--- src/rtl/tx_pkg.sv ---
// Shared types and PRBS7 helpers for the transmit lane framer.
// Latency: none (declarations only).
// Backpressure: not applicable.

`ifndef SERDES_STAGES
`define SERDES_STAGES 2
`endif

package tx_pkg;

  // Lane framing states: idle, one-bit start marker, word streaming.
  typedef enum logic [1:0] {
    OFF  = 2'd0,
    MARK = 2'd1,
    RUN  = 2'd2
  } tx_state_e;

  // x^7 + x^6 + 1: feedback taps on the two oldest bits of the register.
  localparam logic [6:0] PRBS7_TAPS         = 7'b110_0000;
  localparam logic [6:0] PRBS7_SEED_DEFAULT = 7'h7F;

  // One PRBS7 step. Bit 0 of the result is the freshly generated bit,
  // bit 6 is the oldest bit still held.
  function automatic logic [6:0] prbs7_next(input logic [6:0] s);
    return {s[5:0], ^(s & PRBS7_TAPS)};
  endfunction

endpackage

--- src/rtl/tx_skid_fifo.sv ---
// Two-entry word FIFO used to decouple a TX lane from its producer.
// Latency: a pushed word is visible on rdata_o the cycle after the push edge.
// Backpressure: full_o high means a push is ignored; pop of an empty FIFO is ignored.

module tx_skid_fifo #(
  parameter int unsigned WIDTH = 8
) (
  input  logic             clk,
  input  logic             rst,
  input  logic             push_i,
  input  logic             pop_i,
  input  logic [WIDTH-1:0] wdata_i,
  output logic [WIDTH-1:0] rdata_o,
  output logic             full_o,
  output logic             empty_o
);

  logic [WIDTH-1:0] mem_q [2];
  logic             wr_ptr_q;
  logic             rd_ptr_q;
  logic [1:0]       count_q;
  logic             do_push;
  logic             do_pop;

  assign full_o  = (count_q == 2'd2);
  assign empty_o = (count_q == 2'd0);
  assign rdata_o = mem_q[rd_ptr_q];

  // Guard against overfilling or underrunning; callers may be sloppy.
  assign do_push = push_i && !full_o;
  assign do_pop  = pop_i && !empty_o;

  // Storage needs no reset: contents are only observable when count_q says so.
  always_ff @(posedge clk) begin
    if (do_push) begin
      mem_q[wr_ptr_q] <= wdata_i;
    end
  end

  // Pointers and occupancy; push and pop together leave the count unchanged.
  always_ff @(posedge clk) begin
    if (rst) begin
      wr_ptr_q <= 1'b0;
      rd_ptr_q <= 1'b0;
      count_q  <= 2'd0;
    end else begin
      if (do_push) begin
        wr_ptr_q <= ~wr_ptr_q;
      end
      if (do_pop) begin
        rd_ptr_q <= ~rd_ptr_q;
      end
      case ({do_push, do_pop})
        2'b10:   count_q <= count_q + 2'd1;
        2'b01:   count_q <= count_q - 2'd1;
        default: count_q <= count_q;
      endcase
    end
  end

endmodule

--- src/rtl/tx_framer.sv ---
// Serial TX framer: start marker then back-to-back LSB-first words (FIFO, PRBS7 or zero filler).
// Latency: word + en at edge k -> marker after edge k+1, bit 0 after edge k+2.
// Backpressure: din_ready follows FIFO not-full; starvation inserts zero filler, never a gap.

`ifndef SERDES_STAGES
`define SERDES_STAGES 2
`endif

module tx_framer
  import tx_pkg::*;
#(
  parameter int unsigned STAGES    = `SERDES_STAGES,
  parameter logic [6:0]  PRBS_SEED = PRBS7_SEED_DEFAULT
) (
  input  logic                 clk,
  input  logic                 rst,
  input  logic                 en,
  input  logic [2**STAGES-1:0] din,
  input  logic                 din_valid,
  output logic                 din_ready,
  input  logic                 prbs_en,
  output logic                 dout,
  output logic                 word_strobe,
  output logic                 underflow,
  input  logic                 underflow_clr,
  output logic                 active
);

  localparam int unsigned       W        = 2**STAGES;
  localparam logic [STAGES-1:0] CNT_LAST = STAGES'(W - 1);

  tx_state_e         state_q, state_d;
  logic [W-1:0]      sr_q, sr_d;
  logic [STAGES-1:0] bit_cnt_q, bit_cnt_d;
  logic [6:0]        lfsr_q, lfsr_d;
  logic              dout_q, dout_d;
  logic              strobe_q, strobe_d;
  logic              underflow_q, underflow_d;

  logic              fifo_push;
  logic              fifo_pop;
  logic [W-1:0]      fifo_rdata;
  logic              fifo_full;
  logic              fifo_empty;

  logic [6:0]        lfsr_adv;
  logic [W-1:0]      prbs_word;
  logic              load;
  logic [W-1:0]      load_word;
  logic              underflow_set;

  // Ready is forced low during reset so nothing is accepted into a FIFO being cleared.
  assign din_ready = !fifo_full && !rst;
  assign fifo_push = din_valid && din_ready;

  tx_skid_fifo #(
    .WIDTH(W)
  ) u_fifo (
    .clk    (clk),
    .rst    (rst),
    .push_i (fifo_push),
    .pop_i  (fifo_pop),
    .wdata_i(din),
    .rdata_o(fifo_rdata),
    .full_o (fifo_full),
    .empty_o(fifo_empty)
  );

  // Precompute the next W PRBS bits; bit 0 is the first bit generated.
  always_comb begin
    lfsr_adv  = lfsr_q;
    prbs_word = '0;
    for (int i = 0; i < W; i++) begin
      lfsr_adv     = prbs7_next(lfsr_adv);
      prbs_word[i] = lfsr_adv[0];
    end
  end

  // Next-state, serial datapath and word-load selection.
  always_comb begin
    state_d       = state_q;
    sr_d          = sr_q;
    bit_cnt_d     = bit_cnt_q;
    lfsr_d        = lfsr_q;
    dout_d        = 1'b0;
    strobe_d      = 1'b0;
    fifo_pop      = 1'b0;
    load          = 1'b0;
    load_word     = '0;
    underflow_set = 1'b0;

    case (state_q)
      OFF: begin
        // A new start always emits a marker so the receiver can realign.
        if (en && (!fifo_empty || prbs_en)) begin
          state_d = MARK;
          dout_d  = 1'b1;
        end
      end
      MARK: begin
        state_d = RUN;
        load    = 1'b1;
      end
      RUN: begin
        if (bit_cnt_q == CNT_LAST) begin
          // Only word boundaries may stop the lane; a word is never truncated.
          if (!en) begin
            state_d   = OFF;
            bit_cnt_d = '0;
          end else begin
            load = 1'b1;
          end
        end else begin
          dout_d    = sr_q[0];
          sr_d      = sr_q >> 1;
          bit_cnt_d = bit_cnt_q + 1'b1;
        end
      end
      default: begin
        state_d = OFF;
      end
    endcase

    // PRBS wins over buffered data and leaves the FIFO alone; starvation sends zeros.
    if (load) begin
      if (prbs_en) begin
        load_word = prbs_word;
        lfsr_d    = lfsr_adv;
      end else if (!fifo_empty) begin
        load_word = fifo_rdata;
        fifo_pop  = 1'b1;
      end else begin
        load_word     = '0;
        underflow_set = 1'b1;
      end
      dout_d    = load_word[0];
      sr_d      = load_word >> 1;
      bit_cnt_d = '0;
      strobe_d  = 1'b1;
    end

    // A new underflow outranks a clear arriving in the same cycle.
    if (underflow_set) begin
      underflow_d = 1'b1;
    end else if (underflow_clr) begin
      underflow_d = 1'b0;
    end else begin
      underflow_d = underflow_q;
    end
  end

  // FSM state register.
  always_ff @(posedge clk) begin
    if (rst) begin
      state_q <= OFF;
    end else begin
      state_q <= state_d;
    end
  end

  // Shift register, bit counter, LFSR and registered outputs; LFSR survives OFF periods.
  always_ff @(posedge clk) begin
    if (rst) begin
      sr_q        <= '0;
      bit_cnt_q   <= '0;
      lfsr_q      <= PRBS_SEED;
      dout_q      <= 1'b0;
      strobe_q    <= 1'b0;
      underflow_q <= 1'b0;
    end else begin
      sr_q        <= sr_d;
      bit_cnt_q   <= bit_cnt_d;
      lfsr_q      <= lfsr_d;
      dout_q      <= dout_d;
      strobe_q    <= strobe_d;
      underflow_q <= underflow_d;
    end
  end

  assign dout        = dout_q;
  assign word_strobe = strobe_q;
  assign underflow   = underflow_q;
  assign active      = (state_q == MARK) || (state_q == RUN);

endmodule

--- config.mk ---
export PLATFORM = sky130hd
export DESIGN_NAME = tx_framer
export DESIGN_NICKNAME = d
export VERILOG_FILES = /design/src/rtl/tx_pkg.sv /design/src/rtl/tx_skid_fifo.sv /design/src/rtl/tx_framer.sv
export SDC_FILE = /design/constraint.sdc
export NUM_CORES = 1
export LEC_CHECK = 0
export ABC_AREA = 1
export BUFFER_PORTS_ARGS = -buffer_cell sky130_fd_sc_hd__buf_4
export CORE_MARGIN = 2
export CORE_UTILIZATION = 53
export CTS_CLUSTER_SIZE = 12
export DETAILED_ROUTE_END_ITERATION = 10
export PLACE_DENSITY = 0.74
export RECOVER_POWER = 100
export SETUP_SLACK_MARGIN = 0.3
export SLEW_MARGIN = 10
export SYNTH_ARGS = -nofsm -noshare
export SYNTH_HDL_FRONTEND = slang
export SYNTH_HIERARCHICAL = 1
export SYNTH_SLANG_ARGS = --single-unit
--- constraint.sdc ---
create_clock -name clk -period 2.6 [get_ports clk]
set_input_delay 0.39 -clock clk [delete_from_list [all_inputs] [get_ports clk]]
set_output_delay 0.39 -clock clk [all_outputs]
set_load 0.005 [all_outputs]
==> qor.txt <==
Share of cells above drive strength 1: 15.42%
Root Buffer Master: clkbuf_4
WL met2: 1324 um
Final setup skew: 0.004157 ns
Maximum clock path buffer count: 2
Slowest Stage Delay on Critical Path: 0.34 ns
Overall Power: 1.232 mW
Die Footprint: 3206 um2
Final hold vios: 0
Ratio of final minimum period to clock period: 81.80%
Number of iterations in the first detailed-routing pass: 6
Core footprint: 2686 um2
Global placement routability congestion: 0.8446
Boundary Pins: 15
Antenna violation net count after detailed routing: 0
Number of buffers inserted to repair setup after CTS: 0
Area used by multi-input combinational logic: 629.4 um2
Kind of end point of the critical path: flop
Number of violations of the max-capacitance limit: 0
Power density over the cells: 754.9 nW/um2
Register share of total power: 45.5%
Sw Share: 31.01%
Pleak: 0.7967 nW
Initial antenna violation count: 0
Placement-stage worst setup slack: 0.5575 ns
CTS tree: built
Sequential cell area: 680.7 um2
Adder-cell area share of the yosys netlist: 4.263%
Clock sink total: 30
First-pass GRT wire length: 4567 um
Total number of yosys warnings: 6
Clock latency on the worst-skew pair: 0.32 ns
Row cnt: 19
Total number of vias: 1177
Vias in the first global route: 1152
IR drop worst, VDD: 0.5512 mV
Clock buffers created by TritonCTS: 5
Cell with the biggest individual delay on the critical path: dfxtp_1
Share of synthesized cell area in and, or, nand and nor gates: 29.75%
Final routed wirelength across all metal layers: 2665 um
HPWL after DPL: 2117 um
X dimension of the die: 56.62 um
Syn Std Cell Area: 1468 um2
# nets final: 216
Path class of the lowest-slack min-delay path: input port to flop
Post-detailed-route DRC marker count: 0
Critical path, cell by cell: inv_1 > ha_1 > nand3_1 > nand2_1 > nand2_4 > nor3_1 > inv_1 > nor2_1 > ha_1 > inv_1 > nand2_1 > nor2_1 > nor2_1 > nor2_1
Gr ovfl total: 0
Data required time of the critical path: 2.87 ns
Startpoint-to-endpoint class of the critical path: flop to flop
Final count of negative-setup-slack endpoints: 0
Outcome: finished clean
Overall global routing resource usage: 18.90%
Synth-to-layout area growth: 11.17%
Crit path arrival time: 2.40 ns
Max Clk Rate: 0.4702 GHz
Synth unique cells: 27
Combinational cell fraction of total power: 26.6%
Total length of routed met3 wires: 126 um
Net switching power of the design: 0.3820 mW
Relative slew slack: 49.13%
Starting density of the core: 54.63%
Fraction of synthesized cell area in xor and xnor cells: 1.194%
Sort of element at the start of the critical path: flop
Final instance count without filler cells: 232
Setup WS post-layout: 0.4733 ns
Mapped Nets: 197
Synthesized area per cell: 8.064 um2
Final min period: 2.127 ns
Actual slew at the worst max-slew pin: 0.7563 ns
H-tree level count: 2
Clock Power Share: 27.9%
Initial DRC Count: 46
Max FO, Critical Path: 8
Number of filler cells placed in the layout: 242
Die height: 56.62 um
Top routing layer in use: met4
Int Power: 0.8498 mW
Post-synthesis compound-gate area fraction: 7.246%
Post-cts gate resize count: 0
Number of port buffers: 14
Hold buffer count at cts: 0
Routed len/inst: 11.49 um
Number of max-slew violations in the final report: 0
Setup repair after global routing missed its margin: false
Register clock-pin slew on the reported worst setup and hold paths: 0.09 ns
Pin count of the biggest net entering global routing: 12
Main combinational cell family by area after synthesis: simple AND/OR/NAND/NOR gates
Number of synthesized register bits: 30
Met1 Routed Length: 1168 um
Sequential element share of the synthesized area: 46.38%
Via count normalized by instance count: 5.073
Aggregate negative setup slack: 0 ns
Portion of netlist area occupied by mux cells: 3.069%
Ant. Diodes: 0
Cells after synthesis: 182
Cell type with the highest occurrence count on the critical path: nor2_1
Placed insts: 225
logic make-up (layout without fill, tap and decap cells):
group | count (synthesis) | count (layout)
compound gates | 16 | 16
xor+xnor | 2 | 2
fa+ha+maj | 5 | 5
buf+inv | 30 | 49
flops | 30 | 30
mux | 4 | 4
simple gates | 95 | 95
placed cells by master, fill, tap and decap left out, types with 3 or more instances in the layout:
master and n:
ha_1 5, clkbuf_4 13, inv_1 25, a21boi_0 3, nand2_1 51, o211ai_1 3
mux2_2 4, nor2_1 21, a21oi_1 4, nand3_1 14, edfxtp_1 8, o21ai_0 6
dfxtp_1 22, buf_4 6
synth_stat cells, drive strengths merged:
cell     n  share of area (%)
nand4    1               0.43
a21boi   3                2.3
a21oi    4                1.4
clkinv   1               0.34
xor2     2                1.2
nand2   53                 15
ha       5                4.3
nor3     1               0.34
buf      2               0.85
dfxtp   22                 30
nand3b   2                1.0
nor2    23                7.6
o211ai   3                1.5
nand3   14                5.1
nor3b    1               0.51
mux2     4                3.1
edfxtp   8                 16
o21ai    6                2.0
inv     27                6.9
registers in the layout, summed over array words and instances (netlist names), named ones only:
name             cells
u_fifo/mem_q         8
lfsr_q               7
sr_q                 3
bit_cnt_q            2
state_q              2
u_fifo/count_q       2
dout                 1
u_fifo/rd_ptr_q      1
u_fifo/wr_ptr_q      1
underflow            1
word_strobe          1
worst max-delay path, delay by kind of cell (launching register included):
kind / cells / cell delay, ns
buf+inv: 3 / 0.24
simple gates: 9 / 1.00
fa+ha+maj: 2 / 0.50
flops: 1 / 0.34
path summary, 6_finish.rpt:
check	from	end	slack, ns	cells past startpoint
max	state_q[0]	u_fifo/count_q[1]	0.47	14
min	din[0]	u_fifo/mem_q[0][0]	0.26	1
max reg2reg	state_q[0]	u_fifo/count_q[1]	0.47	14
min reg2reg	lfsr_q[1]	lfsr_q[5]	0.46	2
stage by stage:
stage | area [um2] | util, % | hold WS (ns)
4_1_cts | 1670 | 62.18 | 0.2306
6_report | 1632 | 60.74 | 0.2638
3_3_place_gp | 1599 | 59.52 | 0.4394
5_1_grt | 1632 | 60.74 | 0.2496
2_1_floorplan | 1468 | - | 0.4292
3_5_place_dp | 1599 | 59.52 | 0.4493
layout make-up:
class	count	area share (%)
flip-flops and latches	30	41.72
multi-input cells	122	38.57
inverters	28	6.518
repair buffers	14	6.442
well taps	31	2.377
clock buffers	5	2.301
clock inverters	2	2.071
per-layer routing:
| metal | vias to the layer above | GRT usage [%] |
|---|---|---|
| met5 | - | 0 |
| met4 | 0 | 11.22 |
| met3 | 6 | 6.452 |
| met2 | 23 | 30.73 |
| met1 | 536 | 21.24 |
| li1 | 612 | - |
power groups by stage:
stage | Sequential [mW] | Clock [mW] | Combinational [mW]
final | 0.560 | 0.343 | 0.328
after global routing | 0.567 | 0.372 | 0.376
after CTS | 0.561 | 0.352 | 0.356
after detailed placement | 0.571 | 0 | 0.355
after global placement | 0.568 | 0 | 0.340
after floorplan | 0.564 | 0 | 0.262
Note: power is estimated with default switching activity, not from simulation.
